==> config.mk <==
export PLATFORM = sky130hd
export DESIGN_NAME = ddr3_test_ctrl
export DESIGN_NICKNAME = d
export VERILOG_FILES = /design/src/rtl/ddr3_test_ctrl.sv
export SDC_FILE = /design/constraint.sdc
export NUM_CORES = 1
export LEC_CHECK = 0
export CORE_AREA = 10 10 227 229
export CTS_BUF_LIST = sky130_fd_sc_hd__clkbuf_4 sky130_fd_sc_hd__clkbuf_8
export DETAILED_ROUTE_END_ITERATION = 10
export DIE_AREA = 0 0 237 239
export SETUP_SLACK_MARGIN = 0.1
export SYNTH_ARGS = -nofsm -noshare
export SYNTH_HDL_FRONTEND = slang
export SYNTH_SLANG_ARGS = --single-unit
==> constraint.sdc <==
create_clock -name ui_clk -period 10.7 [get_ports ui_clk]
set_clock_uncertainty 0.15 [all_clocks]
set_input_delay 1.07 -clock ui_clk [delete_from_list [all_inputs] [get_ports ui_clk]]
set_output_delay 1.07 -clock ui_clk [all_outputs]
set_load 0.05 [all_outputs]
==> src/rtl/ddr3_test_ctrl.sv <==
// Write/read-back pattern tester for a MIG DDR3 user interface (256-bit app port).
// Optional first-mismatch capture ports (err_addr, err_data) enabled by DDR3_ERR_CAPTURE_EN.
module ddr3_test_ctrl #(
  parameter int unsigned NUM_WORDS = 1024,
  parameter int unsigned ADDR_STEP = 8,
  parameter logic [29:0] BASE_ADDR = 30'h0,
  parameter logic [31:0] SEED      = 32'hA5A5_0000
) (
  input  logic         ui_clk,
  input  logic         ui_clk_sync_rst,
  input  logic         init_calib_complete,
  input  logic         start,
  output logic [29:0]  app_addr,
  output logic [2:0]   app_cmd,
  output logic         app_en,
  input  logic         app_rdy,
  output logic [255:0] app_wdf_data,
  output logic [31:0]  app_wdf_mask,
  output logic         app_wdf_wren,
  output logic         app_wdf_end,
  input  logic         app_wdf_rdy,
  input  logic [255:0] app_rd_data,
  input  logic         app_rd_data_valid,
  output logic         busy,
  output logic         done,
  output logic         pass,
  output logic [15:0]  err_count
`ifdef DDR3_ERR_CAPTURE_EN
  ,
  output logic [29:0]  err_addr,
  output logic [255:0] err_data
`endif
);

  localparam logic [16:0] NW     = 17'(NUM_WORDS);
  localparam logic [29:0] STEP   = 30'(ADDR_STEP);
  localparam logic [2:0]  CMD_WR = 3'b000;
  localparam logic [2:0]  CMD_RD = 3'b001;

  typedef enum logic [2:0] {IDLE, WAIT_CAL, WRITE, READ, DRAIN, DONE} state_t;

  state_t        state, state_n;
  logic [16:0]   cmd_cnt, cmd_cnt_n;
  logic [16:0]   dat_cnt, dat_cnt_n;
  logic [16:0]   rd_cnt, rd_cnt_n;
  logic [15:0]   err_n;
  logic          en_n, wren_n, done_n, pass_n;
  logic [2:0]    cmd_n;
  logic [29:0]   addr_n;
  logic [255:0]  data_n;
  logic          cmd_acc, dat_acc, rd_take, rd_bad;
`ifdef DDR3_ERR_CAPTURE_EN
  logic [29:0]   rd_addr, rd_addr_n, err_addr_n;
  logic [255:0]  err_data_n;
`endif

  function automatic logic [255:0] pattern(input logic [16:0] idx);
    return {8{SEED ^ {15'd0, idx}}};
  endfunction

  assign cmd_acc      = app_en && app_rdy;
  assign dat_acc      = app_wdf_wren && app_wdf_rdy;
  assign rd_take      = app_rd_data_valid && (state == READ || state == DRAIN) && (rd_cnt < NW);
  assign rd_bad       = rd_take && (app_rd_data != pattern(rd_cnt));
  assign busy         = (state != IDLE) && (state != DONE);
  assign app_wdf_end  = app_wdf_wren;
  assign app_wdf_mask = '0;

  always_comb begin
    state_n   = state;
    cmd_cnt_n = cmd_cnt;
    dat_cnt_n = dat_cnt;
    rd_cnt_n  = rd_cnt;
    err_n     = err_count;
    en_n      = 1'b0;
    wren_n    = 1'b0;
    cmd_n     = app_cmd;
    addr_n    = app_addr;
    data_n    = app_wdf_data;
    done_n    = done;
    pass_n    = pass;
`ifdef DDR3_ERR_CAPTURE_EN
    rd_addr_n  = rd_addr;
    err_addr_n = err_addr;
    err_data_n = err_data;
`endif

    if (rd_take) begin
      rd_cnt_n = rd_cnt + 17'd1;
      if (rd_bad && err_count != '1) err_n = err_count + 16'd1;
`ifdef DDR3_ERR_CAPTURE_EN
      rd_addr_n = rd_addr + STEP;
      if (rd_bad && err_count == '0) begin
        err_addr_n = rd_addr;
        err_data_n = app_rd_data;
      end
`endif
    end

    case (state)
      IDLE: if (start) state_n = WAIT_CAL;

      WAIT_CAL: if (init_calib_complete) begin
        state_n   = WRITE;
        cmd_cnt_n = '0;
        dat_cnt_n = '0;
        rd_cnt_n  = '0;
        err_n     = '0;
        cmd_n     = CMD_WR;
        addr_n    = BASE_ADDR;
        wren_n    = 1'b1;
        data_n    = pattern('0);
`ifdef DDR3_ERR_CAPTURE_EN
        rd_addr_n  = BASE_ADDR;
        err_addr_n = '0;
        err_data_n = '0;
`endif
      end

      WRITE: begin
        if (!init_calib_complete) begin
          state_n = DONE;
          done_n  = 1'b1;
          pass_n  = 1'b0;
        end else if (cmd_cnt == NW && dat_cnt == NW) begin
          state_n   = READ;
          cmd_cnt_n = '0;
          cmd_n     = CMD_RD;
          addr_n    = BASE_ADDR;
          en_n      = 1'b1;
        end else begin
          cmd_cnt_n = cmd_cnt + {16'd0, cmd_acc};
          dat_cnt_n = dat_cnt + {16'd0, dat_acc};
          if (cmd_acc) addr_n = app_addr + STEP;
          // A command is only offered for a word whose data has already transferred,
          // so data leads by 1..2 words and can never fall behind.
          en_n = (app_en && !app_rdy) || (cmd_cnt_n < NW && cmd_cnt_n < dat_cnt_n);
          if (app_wdf_wren && !app_wdf_rdy) begin
            wren_n = 1'b1;
          end else if (dat_cnt_n < NW && (dat_cnt_n - cmd_cnt_n) < 17'd2) begin
            wren_n = 1'b1;
            data_n = pattern(dat_cnt_n);
          end
        end
      end

      READ: begin
        if (!init_calib_complete) begin
          state_n = DONE;
          done_n  = 1'b1;
          pass_n  = 1'b0;
        end else begin
          cmd_cnt_n = cmd_cnt + {16'd0, cmd_acc};
          if (cmd_acc) addr_n = app_addr + STEP;
          en_n = (app_en && !app_rdy) || (cmd_cnt_n < NW);
          if (cmd_cnt_n == NW) state_n = DRAIN;
        end
      end

      DRAIN: begin
        if (!init_calib_complete) begin
          state_n = DONE;
          done_n  = 1'b1;
          pass_n  = 1'b0;
        end else if (rd_cnt == NW) begin
          state_n = DONE;
          done_n  = 1'b1;
          pass_n  = (err_count == '0);
        end
      end

      DONE: if (start) begin
        state_n = WAIT_CAL;
        done_n  = 1'b0;
        pass_n  = 1'b0;
      end

      default: state_n = IDLE;
    endcase
  end

  always_ff @(posedge ui_clk) begin
    if (ui_clk_sync_rst) begin
      state        <= IDLE;
      cmd_cnt      <= '0;
      dat_cnt      <= '0;
      rd_cnt       <= '0;
      err_count    <= '0;
      app_en       <= 1'b0;
      app_wdf_wren <= 1'b0;
      app_cmd      <= '0;
      app_addr     <= BASE_ADDR;
      app_wdf_data <= '0;
      done         <= 1'b0;
      pass         <= 1'b0;
`ifdef DDR3_ERR_CAPTURE_EN
      rd_addr      <= BASE_ADDR;
      err_addr     <= '0;
      err_data     <= '0;
`endif
    end else begin
      state        <= state_n;
      cmd_cnt      <= cmd_cnt_n;
      dat_cnt      <= dat_cnt_n;
      rd_cnt       <= rd_cnt_n;
      err_count    <= err_n;
      app_en       <= en_n;
      app_wdf_wren <= wren_n;
      app_cmd      <= cmd_n;
      app_addr     <= addr_n;
      app_wdf_data <= data_n;
      done         <= done_n;
      pass         <= pass_n;
`ifdef DDR3_ERR_CAPTURE_EN
      rd_addr      <= rd_addr_n;
      err_addr     <= err_addr_n;
      err_data     <= err_data_n;
`endif
    end
  end

endmodule

; Word level (Yosys, flattened, before mapping)
; Index checks and enable logic that the tools add are counted.
; W data, S select, Z words.
[word_totals]
output_inout_bits = 343
inputBits = 263
wordCells = 140
regBits = 363
[classes]
reduce_logical = 31
muxes = 59
magnitude_cmp = 5
bitwise = 2
n_eq_ne = 25
n_addsub = 6
[op_table]
columns = op, count
row1 = $mux W256, 5
row2 = $pmux W256 S2, 1
row3 = $ne A256 B256 Y1, 1
row4 = $mux W17, 9
row5 = $mux W30, 5
row6 = $pmux W30 S3, 1
row7 = $eq A17 B11 Y1 const B, 4
row8 = $mux W16, 4
row9 = $lt A17 B11 Y1 const B, 3
row10 = $pmux W17 S3, 1
row11 = $add A17 B1 Y17, 2
row12 = $pmux W17 S2, 1
row13 = $mux W3, 11
row14 = $add A30 B4 Y30 const B, 1
row15 = $ne A2 B2 Y1 const B, 9
row16 = $add A17 B1 Y17 const B, 1
row17 = $lt A17 B17 Y1, 1
row18 = $lt A17 B2 Y1 const B, 1
row19 = $sub A17 B17 Y17, 1
row20 = $add A16 B1 Y16 const B, 1
row21 = $logic_not A16 Y1, 1
row22 = $ne A16 B16 Y1 const B, 1
row23 = $not A1 Y8, 2
row24 = $reduce_and A4 Y1, 4
row25 = other kinds (20), 57

; Longest topological paths before layout
; Gate-level depths: netlist of run 1.
[logic_depth]
depth_word = 10
ltp_mapped = 21
depth_no_buf = 19

; Least setup slack after synthesis of run 1
; No wires, ideal clock.
[synth_timing]
path_type = input to register
from = in app_wdf_rdy
to = reg app_wdf_data[230]
required_ns = 10.433
stages = 19
t_arrival_ns = 4.683
path_buffers = 1
setup_time_ns = 0.117
path_slack_ns = 5.751
cell_sequence = and2_1 > ha_1 > nand4_1 > nor4_2 > and3_1 > xor2_1 > ha_1 > a21oi_1 > nor2_1 > nor4_1 > nand4b_1 > nor4_1 > o2111ai_1 > nor4_1 > nand4_1 > nor3_2 > a21oi_2 > buf_6 > a22o_1
[synth_via]
elab_chain_len = 7
word_cells_on_any_way = 16
classes_between = add/sub (2) / order compare (2) / eq/ne (2) / mux (5) / reduce/logical (5)
[synth_lines]
columns = item, line
row1 = start: declaration, 21  ; input logic app_wdf_rdy,
row2 = $logic_and A1 B1 Y1, 62  ; assign dat_acc = app_wdf_wren && app_wdf_rdy;
row3 = $add A17 B1 Y17, 133  ; dat_cnt_n = dat_cnt + {16'd0, dat_acc};
row4 = $sub A17 B17 Y17 / $mux W256 (equally long branches), 140  ; end else if (dat_cnt_n < NW && (dat_cnt_n - cmd_cnt_n) < 17'd2) begin
row5 = $lt A17 B2 Y1 / $mux W256 (equally long branches), "140, 138"
row6 = $logic_and A1 B1 Y1 / $mux W256 (equally long branches), "140, 125"
row7 = $ne A2 B2 Y1 (no line) / $mux W256 (equally long branches), --
row8 = $reduce_and A6 Y1 (no line) / $pmux W256 S2 (equally long branches), --
row9 = end signal: assignment, 211  ; app_wdf_data <= data_n;
row10 = end: declaration, 17  ; output logic [255:0] app_wdf_data,
; Several ways; a longest one is shown, not always the timed one. The select of a mux whose other input is x is not followed.
; A chain may end at the register's enable or synchronous reset.

; Worst setup path after layout of run 1
[layout_timing]
from = in app_wdf_rdy
to = reg app_wdf_data[232]
; Same word-level chain as after synthesis.

==> results of run 1 <==
==> synthesized netlist by cell type (all sizes together) (28+ instances only) <==
cell,instances,share of area
dfxtp,120,0.23
xor2,81,0.069
inv,36,0.013
clkbuf,37,0.013
nor4,30,0.019
a21oi,55,0.027
ha,28,0.034
buf,289,0.20
xnor2,44,0.038
and3,38,0.023
o21ai,34,0.016
nor2,129,0.047
nand2,65,0.023
nor3,58,0.029
nand3,55,0.026
nand4,42,0.026
==> area by class of cell <==
cell class                 instances  area (um2)
antenna                            9        22.5
clock buffer                      17         234
clock inverter                    15         166
fill                            4984       32300
inverter                          36         135
multi-input combinational        972        5990
sequential                       120        2400
tap                              615         769
timing repair buffer             510        5080
==> placed cells by master, fill, tap and decap left out, types with 10 or more instances in the layout <==
| master | synthesis | routed |
|---|---|---|
| o21ai_0 | 33 | 32 |
| or3_1 | 21 | 21 |
| and3_1 | 38 | 38 |
| nand3_1 | 55 | 55 |
| and2_1 | 16 | 16 |
| a21oi_1 | 54 | 54 |
| nor2_1 | 128 | 128 |
| a21o_1 | 10 | 10 |
| clkbuf_8 | 0 | 17 |
| xnor2_1 | 42 | 42 |
| nand2b_1 | 10 | 10 |
| inv_1 | 36 | 36 |
| dfxtp_1 | 120 | 119 |
| ha_1 | 28 | 28 |
| nor4_1 | 29 | 29 |
| nand2_1 | 65 | 65 |
| clkdlybuf4s50_1 | 0 | 503 |
| a22o_1 | 10 | 10 |
| nor3_1 | 56 | 56 |
| nor4b_1 | 10 | 10 |
| o22ai_1 | 10 | 10 |
| conb_1 | 1 | 101 |
| xor2_1 | 79 | 79 |
| a22oi_1 | 14 | 14 |
| nand4_1 | 40 | 40 |
==> metal layers <==
layer	global-route usage	vias up	share of wire
met1	0.150	4835	0.35
met3	0.0557	54	0.094
li1	-	4996	-
met5	0	-	0
met2	0.281	535	0.52
met4	0.0637	0	0.030
==> stage by stage <==
step | worst slack (ps) | power (mW) | util
6_report | 4870 | 1.81 | 0.314
5_1_grt | 4450 | 1.89 | 0.314
4_1_cts | 4930 | 1.83 | 0.314
3_5_place_dp | 4450 | 1.39 | 0.305
3_3_place_gp | 4520 | 1.38 | 0.305
2_1_floorplan | 5750 | 1.18 | -
==> state kept, by name, indices dropped and copies added (netlist names) <==
signal	cells
app_cmd	1
app_wdf_end	1
app_wdf_data	18
err_count	16
done	1
dat_cnt	17
cmd_cnt	17
app_addr	27
state	3
app_en	1
pass	1
rd_cnt	17
==> how the worst min path moves through the flow <==
stage	end	slack, ps	cells after the start
finish	pass	310	2
global route	pass	340	2
CTS	pass	310	2
detailed placement	pass	300	2
global placement	pass	290	2
floorplan	dat_cnt[16]	350	2
==> power breakdown <==
part	internal [mW]	switching, mW	total (mW)
clock	0.212	0.222	0.434
sequential	0.457	0.0429	0.500
combinational	0.284	0.589	0.873
total	0.953	0.854	1.81
==> tightest hold or removal path: stages (launching register included) <==
cell     delay (ps)
dfxtp_1         310
nand2_1          50
a21oi_1          50
==> cell families after synthesis <==
| logic type | Yosys count | share of synthesized area |
|---|---|---|
| AOI/OAI and AO/OA | 188 | 0.122 |
| xor gates and xnor gates | 125 | 0.108 |
| adders and majority gates | 29 | 0.0355 |
| buffers and inverters | 362 | 0.231 |
| DFF | 120 | 0.230 |
| muxes | 5 | 0.00492 |
| other | 1 | 0.000359 |
| and+or+nand+nor | 524 | 0.268 |
==> metrics, run 1 <==
status completed; number of max-cap violations 0; Placed Cells 2253; worst path required time 10910 ps; Crit-path slowest cell nor4_2; Crit. End Element register; worst r2r path cells 18; Clock Path Buffers 2; count of cell types in the netlist 76; HPWL after DPL 39400 um; Leak 5.47 nW; Avg WL per Cell roughly 20 um; worst slew pin tran around 1200 ps; gr usage total 0.152; setup_tns 0 ps; fraction of layout instances using a drive strength above 1 0.0359; reg2reg end app_wdf_data[232]; Placed Area roughly 0.014 mm2; Core ar. 0.0471 mm2; hold_buf cts 0; EDFF count, synth 0; Row Count 80; final instance area approximately 0.015 mm2; vias in the first global route between 10000 and 15000; Top FF cell, synth dfxtp_1; drt drc 0; Final nets 1949; Max Slew Vio Count 0; RSZ-0062 raised after global routing false; R2R Setup Slk ~5600 ps; crit start category input port; Num CTS Buffers 17; post-cts sizing count 0; setup bufs post-CTS 0; GP Congestion 0.907; largest net degree at the start of global routing between 50 and 60; WHS a little over 300 ps; Starting Density 0.221; htree depth 4; Final Setup Violations 0; CP arrival 6040 ps; # clock sinks 120; ys async rst share 0; cells along the critical path clkdlybuf4s50_1, and2_1, ha_1, nand4_1, nor4_2, and3_1, xor2_1, ha_1, a21oi_1, nor2_1, nor4_1, nand4b_1, nor4_1, o2111ai_1, nor4_1, nand4_1, nor3_2, a21oi_2, a22o_1; CP max stage delay roughly 670 ps; DR vias/cell 4.54; Cell Pwr Density 122 mW/mm2; Slew Limit Headroom 0.198; register area share after synthesis 0.230; Die Wd 237 um; clock-pin slew on the worst setup and hold paths 90 ps; Layout Cells excl Fill 2294; CTS root buffer clkbuf_8; post-layout minimum cycle time 5830 ps; first-pass GRT wire length 66500 um; full die area 0.0566 mm2; Peak VDD IR ~0.16 mV; Port Buf Inserts 504; hold_sp pass; drt pass-1 iters 5; Hold Crit Class register to register; YS warnings 0; WP depth 19; synthesized flop and latch total 120; Routed WL 46300 um; TritonCTS clock tree built; CP top delay family simple AND/OR/NAND/NOR gates; CP bufs+invs 1; worst reg2reg startpoint app_wdf_end; WS Path Type input port to register; Starting DRT DRC Count 611; Max Clk Rate roughly 170 MHz; crit-path max FO 16; CP Capture Point app_wdf_data[232]; final worst-path cycle share 0.545; area grow syn2layout 42.0%; Die Span Y between 200 and 250 um; via count 10400; clk_lat worst skew around 460 ps; I/O pins 606; syn_area_per_cell between 7 and 8 um2; Synth Cell Area 0.0104 mm2; ANT nets after route 0; Crit path top cell by count nor4_1; GR Overflow Total 0; Crit. Startpoint app_wdf_rdy; Hold Vio Cnt, Final 0; synthesized instance count 1354; initial antenna violation count 9
(Power assumes the default switching activity.)
==> inputs of run 2 (changes only) <==
clock period = 4.9 ns   (was 10.7 ns; I/O delays follow)
==> metrics, run 2 (synthesis gave the netlist of run 1 again) <==
status completed; CP top delay family simple AND/OR/NAND/NOR gates; met1 wire length 16500 um (+1.4%); Leak 5.91 nW (+8.1%); initial antenna violation count 7 (-2); fraction of layout instances using a drive strength above 1 0.0892 (+0.0532); max reg flops 27 (unchanged); Final Setup Violations 0 (unchanged); sequential standard cell area 0.00240 mm2 (unchanged); RSZ-0062 raised after global routing false; WP depth 20 (+1); first-pass GRT wire length 69000 um (+3.8%); Crit. End Element register; Max Clk Rate between 200 and 250 MHz; CP max stage delay 470 ps (-200 ps); Multi-input gate area 0.00605 mm2 (+0.98%); TritonCTS clock tree built; worst r2r path cells 20 (+2); I/O pins 606 (unchanged); final worst-path cycle share 0.925; Cell Pwr Density 253 mW/mm2 (+110%); post-layout minimum cycle time ~4500 ps; ANT nets after route 0 (unchanged); Slew Limit Headroom 0.389 (+0.191); number of max-cap violations 0 (unchanged); clock-pin slew on the worst setup and hold paths 80 ps (about the same); vias in the first global route 11100 (+5.4%); GR Overflow Total 0 (unchanged); largest net degree at the start of global routing 58 (unchanged); clk_lat worst skew 450 ps (about the same); R2R Setup Slk 480 ps (-5090 ps); # fillers 4964 (-0.40%); Crit-path slowest cell clkdlybuf4s50_1; Hold Crit Class register to register; WS Path Type input port to register; Routed WL 47400 um (+2.5%); Crit path top cell by count buf_4; via count 10800 (+3.3%); CP arrival 4780 ps (-1260 ps); drt drc 0 (unchanged); Clock Path Buffers 2 (unchanged); Avg WL per Cell 19.9 um (-1.2%); Max Slew Vio Count 0 (unchanged); most common cell after layout, fill and taps aside clkdlybuf4s50_1; Port Buf Inserts 504 (unchanged); CTS root buffer clkbuf_8; biggest regs app_addr x27, app_wdf_data x18; Num CTS Buffers 17 (unchanged); CP Capture Point app_wdf_data[230]; cells along the critical path clkdlybuf4s50_1, and2_1, ha_1, nand3_1, nor4_1, buf_4, and3_1, xor2_1, ha_1, buf_4, inv_1, nor3_1, nand2_1, o311ai_0, nand4_1, nor3_4, buf_12, and3b_2, buf_4, a22o_1; GP Congestion 0.913 (+0.71%); worst reg2reg startpoint cmd_cnt[6]; hold_buf cts 0 (unchanged); Starting DRT DRC Count 597 (-2.3%); commonest cells after routing, fill and taps aside 503 x clkdlybuf4s50_1, 128 x nor2_1, 119 x dfxtp_1; HPWL after DPL 40700 um (+3.3%); crit start category input port; area grow syn2layout 48.8%; CP bufs+invs 6 (+5); htree depth 4 (unchanged); worst path required time 5150 ps (-5760 ps); drt pass-1 iters 5 (unchanged); Core ar. 0.0471 mm2 (unchanged); total length of routed met2 wires 25000 um (+3.2%); Starting Density 0.221 (unchanged); Die Span Y 239 um (unchanged); WHS 336 ps (+29.7 ps); Row Count 80 (unchanged); gr usage total 0.157 (+0.00553); # clock sinks 120 (unchanged); Die Wd 237 um (unchanged); reg2reg end app_wdf_data[230]; met3 WL 4400 um (+1.6%); Top reg by flops app_addr; Crit. Startpoint app_wdf_rdy; Final nets 2040 (+4.7%); Hold Vio Cnt, Final 0 (unchanged); worst slew pin tran 917 ps (-257 ps); Peak VDD IR 0.336 mV (+110%); top routing layer used met4; final core occ 0.329 (+0.0151); DR vias/cell 4.52 (-0.47%); full die area 0.0566 mm2 (unchanged); crit-path max FO 6 (-10)
## run 2: changes by cell type in the layout (fill, tap and decap cells not counted), moves of 2 or more
cell / previous run / this run
nor4_2: 1 / 3
clkinvlp_4: 2 / 4
ha_1: 28 / 26
buf_4: 6 / 95
nor4_1: 29 / 27
diode_2: 9 / 4
## run 2: worst min-delay path by stage
| stage | from | end | slack [ps] | depth (start not counted) |
|---|---|---|---|---|
| final | pass | pass | 340 | 2 |
| after detailed placement | pass | pass | 330 | 2 |
| after global routing | ui_clk_sync_rst | dat_cnt[7] | 360 | 2 |
| after CTS | ui_clk_sync_rst | dat_cnt[5] | 320 | 2 |
| after global placement | pass | pass | 320 | 2 |
| after floorplan | dat_cnt[16] | dat_cnt[16] | 350 | 2 |
## run 2: cell type report
type / instances / area share
diodes: 4 / 0.000645
clock buffers: 17 / 0.0151
clock inverters: 15 / 0.00919
inverters: 36 / 0.00871
multi-input cells: 973 / 0.390
flip-flops and latches: 120 / 0.155
well taps: 615 / 0.0496
repair buffers: 600 / 0.372
## run 2: routing by layer
layer / track usage / vias up
li1: - / 5171
met1: 0.154 / 5001
met2: 0.297 / 526
met3: 0.0542 / 62
met4: 0.0623 / 0
met5: 0 / -
## run 2: power by group
| group | switching, mW | internal (mW) | total, mW |
|---|---|---|---|
| Combinational | 1.31 | 0.646 | 1.95 |
| Clock | 0.480 | 0.410 | 0.891 |
| Sequential | 0.0835 | 0.998 | 1.08 |
| Total | 1.87 | 2.05 | 3.93 |
## run 2: worst reg2reg max path, stage by stage, from the launching register on
cell and delay (ps):
dfxtp_1 470, nand4_1 170, nor2_1 190, and3_1 260
and3_1 200, nand3_1 90, xor2_1 290, ha_1 310
a21oi_1 130, nor2_1 70, nor4_1 160, nand4b_1 140
nor4_2 150, o2111ai_1 180, nor4_2 290, nand4_1 220
nor3_4 270, buf_12 150, and3b_2 200, buf_4 140
a22o_1 120
## run 2: per-stage QoR
step,instances,setup WS (ps),cell area [um2],TNS [ps],power [mW]
after floorplan,1454,295,10800,0,2.58
after global placement,2342,-81.4,15100,-916,3.03
after detailed placement,2342,-238,15100,-3610,3.04
after CTS,2374,195,15400,0,3.95
after global routing,2380,111,15500,0,4.12
final,2380,369,15500,0,3.93
## run 2: repair_timing
action,4_1_cts,5_1_grt
setup endpoints to repair,0,19
hold endpoints to repair,0,0
buffers inserted,0,1
gates resized for setup,0,9
==> inputs of run 3 (changes only) <==
CAP_MARGIN = 20   (was not set)
==> results of run 3 <==
No change in the layout: final DEF, timing and power equal those of run 2.
==> patch (config.mk and constraints of run 3) <==
Make the reset (`ui_clk_sync_rst`) asynchronous in one clocked block.
--- a/src/rtl/ddr3_test_ctrl.sv
+++ b/src/rtl/ddr3_test_ctrl.sv
@@ -180,5 +180,5 @@
   end
 
-  always_ff @(posedge ui_clk) begin
+  always_ff @(posedge ui_clk or posedge ui_clk_sync_rst) begin
     if (ui_clk_sync_rst) begin
       state        <= IDLE;
Function: differs if ui_clk_sync_rst is asserted again (counterexample within 4 cycles, from zero or initial values and one cycle with ui_clk_sync_rst high); with ui_clk_sync_rst held inactive, the same outputs for 4 cycles.
==> patch against run 3 <==
  * Area after synthesis increased by 5.7%
  * Combinational power decreased by 33%
  * Critical endpoint is now app_wdf_data[233]
  * Critical path type unchanged
  * Setup slack got worse by 0.11 ns
  * Cell area rose by 3.6%
  * Largest cell class unchanged
  * Wire length up 0.90%
  * Power decreased by 15%
  * Sequential cell count stayed put
==> patch: results <==
layout:
  clk_share_pct: 2.334
  multi_input_area_um2: 6120
  multi_input_area_share_pct: 38.05
  nClkBuffers: 22
  drive_gt1_share_pct: 9.275
  buf_share_pct: 35.27
  layoutNonFillerInstCount: 2343
  num-nonclk-buffers: 586
  seq_area_share_pct: 18.69
  diodes: 3
  multi_input_cells: 954
  nNetsFinal: 2005
  fillers: 4893
routing:
  vias: 10570
  dr_wl_met3_mm: 3.135
  routed-wl-met2_mm: 24.61
  wl_per_cell_um: 20.42
placed_design:
  dp_hpwl_mm: 39.55
  place_ws_ns: -0.4735
global_routing:
  use_met1_pct: 18.59
  use_met3_pct: 3.930
  track_usage_pct: 15.99
synthesis:
  synth_common_cells: "buf_4 (276), dfrtp_1 (120), nand2_1 (89)"
  synth_cell_types: 75
  synth.area.mux_share_pct: 0.8280
  async_reset_ff_share_pct: 100.0
  synth_fa_ha_area_share_pct: 3.358
critical_path:
  slowest_stage: "or4_4"
  cp_max_fo: 7
  cpPeakStageDelay_ns: 0.54
sta:
  maxSlewHeadroom_pct: 39.71
pwr:
  p_leak_nw: 6.638
run_status:
  status: "complete, no violations"
-- patch: timing repair --
item	in CTS	in global routing
setup buffers	0	1
hold buffers	0	0
gates resized for setup	4	15
setup endpoints to repair	13	19
pin swaps	2	11
-- patch: power breakdown --
| group | leakage (nW) | switching (mW) | internal [mW] |
|---|---|---|---|
| registers | 1.65 | 0.0861 | 1.03 |
| clock network | 0.194 | 0.451 | 0.473 |
| logic | 4.79 | 0.803 | 0.496 |
-- patch: final timing paths --
kind	start	to	slack, ns	cells after the start
worst max-delay path	app_rdy	app_wdf_data[233]	0.26	19
worst min-delay path	pass	pass	0.36	2
worst max register to register	app_wdf_end	app_wdf_data[233]	0.38	19
worst min register to register	pass	pass	0.36	2
max in group asynchronous	ui_clk_sync_rst	rd_cnt[6]	3.16	3
min in group asynchronous	ui_clk_sync_rst	app_addr[4]	0.42	2
